**src/rtl/educell_spikeprop.sv**
```systemverilog
// Spike-propagation decoding cell.
// A syndrome cell emits a spike burst in all six directions and waits for a
// matching spike to come back; a non-syndrome cell relays the first arriving
// spike straight through to the opposite side.
// Optional feature: define EDU_SPIKE_TIMEOUT_EN to bound WAIT/LISTEN with a
// CNT_W-bit counter that ends the round with timeout=1 after MAX_WAIT.
module educell_spikeprop #(
  parameter int unsigned CNT_W    = 6,
  parameter int unsigned MAX_WAIT = 31
) (
  input  logic       clk,
  input  logic       rst_n,
  input  logic       start,
  input  logic       clear,
  input  logic       syndrome,
  input  logic [5:0] syndir,
  output logic       spike_out_nw,
  output logic       spike_out_ne,
  output logic       spike_out_sw,
  output logic       spike_out_se,
  output logic       spike_out_n,
  output logic       spike_out_s,
  output logic       busy,
  output logic       corr_valid,
  input  logic       corr_ready,
  output logic [5:0] corr_dir,
  output logic       timeout
);

  if (MAX_WAIT >= (1 << CNT_W)) begin : g_bad_param
    $error("MAX_WAIT must be below 2**CNT_W");
  end

  typedef enum logic [2:0] {
    StIdle,
    StEmit,
    StWait,
    StListen,
    StRelay,
    StReport,
    StDone
  } state_e;

  state_e     state_q, state_d;
  // Direction vectors share one bit order: [0]=s [1]=n [2]=se [3]=sw [4]=ne [5]=nw
  logic [5:0] spike_q, spike_d;
  logic [5:0] corr_dir_q, corr_dir_d;
  logic       busy_q, busy_d;
  logic       corr_valid_q, corr_valid_d;
  logic       hit;
  logic [5:0] sel_dir;
  logic [5:0] opp_dir;

  // Isolate the lowest set bit so a malformed multi-hot arrival resolves deterministically
  assign sel_dir = syndir & (~syndir + 6'd1);
  assign hit     = |syndir;
  // Relay goes out the side facing away from the arrival
  assign opp_dir = {sel_dir[2], sel_dir[3], sel_dir[4], sel_dir[5], sel_dir[0], sel_dir[1]};

`ifdef EDU_SPIKE_TIMEOUT_EN
  logic [CNT_W-1:0] cnt_q, cnt_d;
  logic             timeout_q, timeout_d;
  logic             expired;

  assign expired = (cnt_q == CNT_W'(MAX_WAIT));
`endif

  // Next-state, next-output and counter logic
  always_comb begin
    state_d    = state_q;
    spike_d    = '0;
    corr_dir_d = corr_dir_q;
`ifdef EDU_SPIKE_TIMEOUT_EN
    cnt_d      = cnt_q;
    timeout_d  = timeout_q;
`endif
    unique case (state_q)
      StIdle: begin
        if (start) begin
          if (syndrome) begin
            state_d = StEmit;
            spike_d = '1;
          end else begin
            state_d = StListen;
`ifdef EDU_SPIKE_TIMEOUT_EN
            cnt_d   = '0;
`endif
          end
        end
      end
      StEmit: begin
        state_d = StWait;
`ifdef EDU_SPIKE_TIMEOUT_EN
        cnt_d   = '0;
`endif
      end
      StWait: begin
        // A spike arriving on the expiry edge still counts as a match
        if (hit) begin
          corr_dir_d = sel_dir;
          state_d    = StReport;
        end
`ifdef EDU_SPIKE_TIMEOUT_EN
        else if (expired) begin
          timeout_d = 1'b1;
          state_d   = StDone;
        end else begin
          cnt_d = cnt_q + 1'b1;
        end
`endif
      end
      StListen: begin
        if (hit) begin
          spike_d    = opp_dir;
          corr_dir_d = sel_dir;
          state_d    = StRelay;
        end
`ifdef EDU_SPIKE_TIMEOUT_EN
        else if (expired) begin
          timeout_d = 1'b1;
          state_d   = StDone;
        end else begin
          cnt_d = cnt_q + 1'b1;
        end
`endif
      end
      StRelay: begin
        state_d = StRelay;
      end
      StReport: begin
        if (corr_ready) begin
          state_d = StDone;
        end
      end
      StDone: begin
        state_d = StDone;
      end
      default: begin
        state_d = StIdle;
      end
    endcase

    // Abort overrides everything, including a coincident start
    if (clear) begin
      state_d    = StIdle;
      spike_d    = '0;
      corr_dir_d = '0;
`ifdef EDU_SPIKE_TIMEOUT_EN
      cnt_d      = '0;
      timeout_d  = 1'b0;
`endif
    end

    busy_d       = (state_d == StEmit) || (state_d == StWait) ||
                   (state_d == StListen) || (state_d == StReport);
    corr_valid_d = (state_d == StReport);
  end

  // State and registered outputs
  always_ff @(posedge clk or negedge rst_n) begin
    if (!rst_n) begin
      state_q      <= StIdle;
      spike_q      <= '0;
      corr_dir_q   <= '0;
      busy_q       <= 1'b0;
      corr_valid_q <= 1'b0;
    end else begin
      state_q      <= state_d;
      spike_q      <= spike_d;
      corr_dir_q   <= corr_dir_d;
      busy_q       <= busy_d;
      corr_valid_q <= corr_valid_d;
    end
  end

`ifdef EDU_SPIKE_TIMEOUT_EN
  // Wait counter and sticky timeout flag
  always_ff @(posedge clk or negedge rst_n) begin
    if (!rst_n) begin
      cnt_q     <= '0;
      timeout_q <= 1'b0;
    end else begin
      cnt_q     <= cnt_d;
      timeout_q <= timeout_d;
    end
  end

  assign timeout = timeout_q;
`else
  assign timeout = 1'b0;
`endif

  assign spike_out_s  = spike_q[0];
  assign spike_out_n  = spike_q[1];
  assign spike_out_se = spike_q[2];
  assign spike_out_sw = spike_q[3];
  assign spike_out_ne = spike_q[4];
  assign spike_out_nw = spike_q[5];
  assign busy         = busy_q;
  assign corr_valid   = corr_valid_q;
  assign corr_dir     = corr_dir_q;

endmodule

```
**config.mk**
```make
export PLATFORM = sky130hd
export DESIGN_NAME = educell_spikeprop
export DESIGN_NICKNAME = d
export VERILOG_FILES = /design/src/rtl/educell_spikeprop.sv
export SDC_FILE = /design/constraint.sdc
export NUM_CORES = 1
export LEC_CHECK = 0
export ABC_AREA = 1
export BUFFER_PORTS_ARGS = -buffer_cell sky130_fd_sc_hd__clkbuf_2
export CAP_MARGIN = 30
export CORE_MARGIN = 1.5
export CORE_UTILIZATION = 55
export CTS_BUF_LIST = sky130_fd_sc_hd__clkbuf_8
export CTS_CLUSTER_SIZE = 14
export DETAILED_ROUTE_END_ITERATION = 8
export PLACE_DENSITY = 0.84
export SLEW_MARGIN = 20
export SYNTH_ARGS = -nofsm -noshare
export SYNTH_HDL_FRONTEND = slang
export SYNTH_SLANG_ARGS = --single-unit
```
**constraint.sdc**
```tcl
create_clock -name clk -period 1.65 [get_ports clk]
set_input_delay 0.0825 -clock clk [delete_from_list [all_inputs] [get_ports clk]]
set_output_delay 0.0825 -clock clk [all_outputs]
set_load 0.01 [all_outputs]
```
# Word-level counts from Yosys, hierarchy flattened
# Cells that the tools add are included.
# totals
ff_bits,17
latchBits,0
mem_bits_rw,0
romBits,0
in_bits,12
out_inout_bits,15
wordCells,42
mem_count,0
# classes
add_sub_neg,1
multipliers,0
div_mod_pow,0
order_cmp,0
eq_ne,10
shifts,0
muxes,15
bitwise_logic,2
reduce_logical,9
# op_table
operator,n
$mux 6,7
$pmux 3 s7,1
$mux 3,5
$eq 3x2->1 const B,4
$eq 3x3->1 const B,4
$pmux 6 s2,1
$add 6x1->6 const B,1
$and 6x6->6,1
$eq 3x1->1 const B,2
$not 6->6,1
$reduce_or 6->1,1
$reduce_bool 2->1,2
$logic_not 3->1,1
$logic_or 1x1->1,3
$mux 2,1
$reduce_and 2->1,1
$reduce_or 2->1,1

# Longest topological paths before layout
# depth
ltp_word,8
depth_mapped,8
ltp_nobuf,7

# Least setup slack after synthesis
# No wires, ideal clock.
# synth_timing
kind,reg-to-reg
start,register state_q[2]
end,"register busy_q, in the netlist busy"
setup_time_ps,118
t_arrival_ps,938
required_time_ps,1532
slack_ps,594
path_stages_with_launch,8
n_path_buf,1
synth_period_minus_slack_ps,1056
cell_sequence,dfrtp_1 > buf_6 > nor2_4 > nand2_4 > inv_4 > nor2_4 > nand3_1 > nand2_1
# synth_between
elab_chain_cells,7
elab_cells_between_ends,20
classes_between,eq/ne (10); mux (6); reduce/logical (4)
# synth_lines
element,line_no,source
from (decl),44,"state_e state_q, state_d;"
from (signal assigned),162,state_q <= StIdle;
from (signal assigned),168,state_q <= state_d;
$eq 3x3->1 (tied with other cells),77,unique case (state_q)
$pmux 3 s7 *,77,
$mux 3 *,144,if (clear) begin
$eq 3x1->1 or $eq 3x2->1 (tied branches),154,busy_d = (state_d == StEmit) || (state_d == StWait) ||
$logic_or 1x1->1 (2 in series),154,
$logic_or 1x1->1 *,155,(state_d == StListen) || (state_d == StReport);
net busy_d,48,"logic busy_q, busy_d;"
to (signal assigned),171,busy_q <= busy_d;
to (decl),48,
# The timed path passes the listed nets; every way through them passes the cells marked *.
# A chain may end at the register's enable or synchronous reset.

# Final worst setup path
# layout_timing
start,register state_q[2]
end,"register corr_valid_q, in the netlist corr_valid"
# layout_between
elab_chain_cells,4
elab_cells_between_ends,14
classes_between,eq/ne (7); mux (6); reduce/logical (1)
# layout_lines
element,line_no,source
$eq 3x3->1 (tied with other cells),77,
$pmux 3 s7 *,77,
$mux 3 *,144,
$eq 3x3->1 *,156,corr_valid_d = (state_d == StReport);
net corr_valid_d,49,"logic corr_valid_q, corr_valid_d;"
to (signal assigned),172,corr_valid_q <= corr_valid_d;
to (decl),49,
# Marked as above.

==> out/results.md <==
| Metric | This run | Unit |
|:---|:---|:---|
| Final hold violations | 0 | - |
| CP peak stage delay | 0.60 | ns |
| DRT antenna net count | 0 | - |
| Worst-path clk slew | 0.06 | ns |
| Count of hold-fix buffers inserted at cts | 1 | - |
| Worst setup path startpoint | state_q[2]$_DFF_PN0_ | - |
| TritonCTS clock tree | done | - |
| CP startpoint kind | flop | - |
| Yosys warnings | 0 | - |
| Average wire per standard cell | 12.2 | µm |
| Most instantiated flip-flop cell in the synthesis netlist | sky130_fd_sc_hd__dfrtp_1 | - |
| Vias | 767 | - |
| Net switching component of the power | 0.311 | mW |
| Static Leakage | 0.592 | nW |
| Dominant combinational cell family by area after synthesis | simple AND/OR/NAND/NOR gates | - |
| # port buffers | 25 | - |
| Maximum resistive drop on vdd | 0.519 | mV |
| Top-count cell post-synth | sky130_fd_sc_hd__nand2_1 | - |
| Count of distinct cell types in the synthesized netlist | 23 | - |
| Switching part of the total | 30.9 | % |
| Slew Viols, Final | 0 | - |
| Compound-Gate Fraction of Synth Area | 6.55 | % |
| Chip Width | 43.4 | µm |
| Flop and latch count out of synthesis | 17 | - |
| Proportion of power drawn by the clock network | 30.1 | % |
| Signal arrival time at the worst endpoint | 1.50 | ns |
| Adder-cell share of the synthesized area | 0 | % |
| Synth Net Count | 115 | - |
| Summed negative setup slack over all endpoints | 0 | ns |
| Worst path cell trace | nand2_1 > nand3_1 > nand3_1 > nor2_2 > nand3_2 > nor2_2 | - |
| Critical register-to-register path startpoint | state_q[2]$_DFF_PN0_ | - |
| Areal power density over the cells | 932 | nW/µm² |
| Hold Crit Start | syndir[4] | - |
| Highest fanout seen on the critical path | 8 | - |
| Post-synthesis share of cell area spent on and, or, nand and nor gates | 37.5 | % |
| Slowest cell on the critical path | sky130_fd_sc_hd__dfrtp_1 | - |
| Initial Util | 58.9 | % |
| WP data required | 1.84 | ns |
| Worst skew pair latency | 0.25 | ns |
| Growth of design area from synthesis to finish | 20.2 | % |
| Xor-xnor portion of the synthesized cell area | 0 | % |
| Maxcap violations | 0 | - |
| Summed instance area of the synthesized netlist | 898 | µm² |
| Path class of the lowest-slack min-delay path | input port to flop | - |
| Setup repair after global routing missed its margin | no | - |
| Fraction of final layout cells sized beyond drive strength 1 | 36.6 | % |
| Area share of the largest cell type after synthesis | 47.4 | % |
| Async set-or-reset flop fraction in the synthesized netlist | 100 | % |
| Diodes inserted | 0 | - |
| Standard cell core area | 1520 | µm² |
| Root Buffer Master | sky130_fd_sc_hd__clkbuf_8 | - |
| Number of buffers between clock root and the deepest sink | 2 | - |
| Number of sinks on the clock net | 17 | - |
| Detailed-router iteration count before antenna repair | 4 | - |
| Timing-limited maximum frequency | 0.762 | GHz |
| GRT Overall Usage | 21.7 | % |
| Critical Path Sink Type | flop | - |
| GR Overflow Total | 0 | - |
| Post-CTS setup buffers | 0 | - |
| Final setup violation count | 0 | - |
| Number of core rows | 14 | - |
| Final worst path period need | 1.31 | ns |
| Sequential share of power | 47.5 | % |
| Final weighted congestion in routability-driven placement | 0.888 | - |
| Post-synthesis sequential area ratio | 47.4 | % |
| Number of nets in the final layout | 144 | - |
| Synth Instances | 103 | - |
| Result of the run | finished, final reports clean | - |
| Antenna violations before repair | 0 | - |
| DR iter-0 viols | 29 | - |
| Total internal power | 0.696 | mW |
| DRC violation count after routing | 0 | - |
| Clock skew after layout | 0.00286 | ns |
| Number of levels in the clock H-tree | 1 | - |
| Worst Hold Margin | 0.156 | ns |
| Die area | 1880 | µm² |
| Crit Path Category | flop to flop | - |
| CTS-repair resized insts | 0 | - |
| Via count of the first global-routing pass | 739 | - |
| I/O pins | 27 | - |
| Drt via density | 5.22 | - |
| Pin count of the biggest net entering global routing | 18 | - |
| TritonCTS Buffers | 3 | - |
| Detail Placement HPWL | 1.42 | mm |
| Mux share of post-synthesis cell area | 0 | % |
| Synthesized area per cell | 8.72 | µm² |
| Number of enable flip-flop cells after synthesis | 0 | - |
| Wirelength, routed | 1.79 | mm |
| Top cells by count, synth | sky130_fd_sc_hd__nand2_1 (21), sky130_fd_sc_hd__dfrtp_1 (17), sky130_fd_sc_hd__inv_1 (9), sky130_fd_sc_hd__nand3_1 (9), sky130_fd_sc_hd__nor2_1 (9) | - |
| Post-route fraction of the period consumed by the critical path | 79.5 | % |
| Area contributors post-synth | sky130_fd_sc_hd__dfrtp_1 (47%), sky130_fd_sc_hd__nand2_1 (8.8%), sky130_fd_sc_hd__nor2_4 (6.3%) | - |
| Chip height | 43.4 | µm |
| First-pass GRT wire length | 3.06 | mm |
| Top cell type by total area after synthesis | sky130_fd_sc_hd__dfrtp_1 | - |
| Combinational cell fraction of total power | 22.4 | % |
==> cell usage in the layout, fill, tap and decap left out <==
cell type,synthesis,final
sky130_fd_sc_hd__nor2_2,3,3
sky130_fd_sc_hd__nand4_1,3,3
sky130_fd_sc_hd__dfrtp_1,17,17
sky130_fd_sc_hd__nand3_1,9,9
sky130_fd_sc_hd__nand2_4,1,1
sky130_fd_sc_hd__o21ai_0,4,4
sky130_fd_sc_hd__and2_1,2,2
sky130_fd_sc_hd__nand3_2,3,3
sky130_fd_sc_hd__nand2_2,1,1
sky130_fd_sc_hd__o31ai_1,2,2
sky130_fd_sc_hd__clkbuf_8,0,3
sky130_fd_sc_hd__inv_4,1,1
sky130_fd_sc_hd__nor2_8,1,1
sky130_fd_sc_hd__dlygate4sd3_1,0,1
sky130_fd_sc_hd__conb_1,1,1
sky130_fd_sc_hd__nor3_1,1,1
sky130_fd_sc_hd__nor2_1,9,9
sky130_fd_sc_hd__clkbuf_2,0,25
sky130_fd_sc_hd__inv_2,4,4
sky130_fd_sc_hd__nor2_4,5,5
sky130_fd_sc_hd__inv_1,9,10
sky130_fd_sc_hd__o21ai_2,1,1
sky130_fd_sc_hd__nand2_1,21,21
sky130_fd_sc_hd__o21ai_1,3,3
==> layer usage <==
metal | share of wire [%] | up-vias | GRT usage, %
met5 | 0 | - | 0
met4 | 1.3 | 0 | 11.5
met3 | 6.7 | 3 | 3.33
met2 | 50 | 44 | 34.9
met1 | 42 | 340 | 28.1
li1 | - | 380 | -
==> power by group through the flow <==
stage | sequential (mW) | clock (mW) | combinational, mW
finish | 0.478 | 0.303 | 0.225
global route | 0.482 | 0.322 | 0.252
CTS | 0.478 | 0.306 | 0.226
detailed placement | 0.485 | 0 | 0.223
global placement | 0.484 | 0 | 0.216
floorplan | 0.485 | 0 | 0.155
==> worst max-delay path: cells and delay by family, from the launching register on <==
kind / cells / cell delay, ns
simple gates: 6 / 0.65
flops: 1 / 0.60
==> area by class of cell <==
type	instances	area (µm²)
Fill cell	118	444
Sequential cell	17	425
Multi-Input combinational cell	70	399
Timing Repair Buffer	26	135
Inverter	14	55.1
Clock buffer	3	41.3
Tap cell	16	20.0
Clock inverter	1	3.75
==> flip-flops by register name, summed over array words and instances (netlist names) <==
name,flops
state_q,3
busy,1
spike_q,6
corr_valid,1
corr_dir,6
==> logic make-up (layout without fill, tap and decap cells) <==
family / after synthesis / after routing
compound gates: 10 / 10
buf+inv: 16 / 44
simple gates: 59 / 59
other cells: 1 / 1
flops: 17 / 17
==> per-stage QoR <==
| stage | power [mW] | area, µm² | utilization (%) | worst slack (ns) | std cells |
|---|---|---|---|---|---|
| 3_5_place_dp | 0.708 | 1020 | 67.2 | 0.361 | 142 |
| 5_1_grt | 1.06 | 1080 | 70.9 | 0.225 | 147 |
| 4_1_cts | 1.01 | 1080 | 70.9 | 0.348 | 147 |
| 3_3_place_gp | 0.700 | 1020 | 67.2 | 0.449 | 142 |
| 2_1_floorplan | 0.640 | 898 | - | 0.594 | 103 |
| 6_report | 1.01 | 1080 | 70.9 | 0.338 | 147 |
==> worst paths after layout <==
path	to	cells after the start	slack (ns)
worst max register to register	corr_valid$_DFF_PN0_	6	0.34
min in group asynchronous	corr_dir[2]$_DFFE_PN0P_	2	0.30
max in group asynchronous	state_q[2]$_DFF_PN0_	2	1.06
worst max-delay path	corr_valid$_DFF_PN0_	6	0.34
worst min-delay path	corr_dir[4]$_DFFE_PN0P_	3	0.16
worst min register to register	corr_dir[2]$_DFFE_PN0P_	2	0.48
Note: power is estimated with default switching activity, not from simulation.
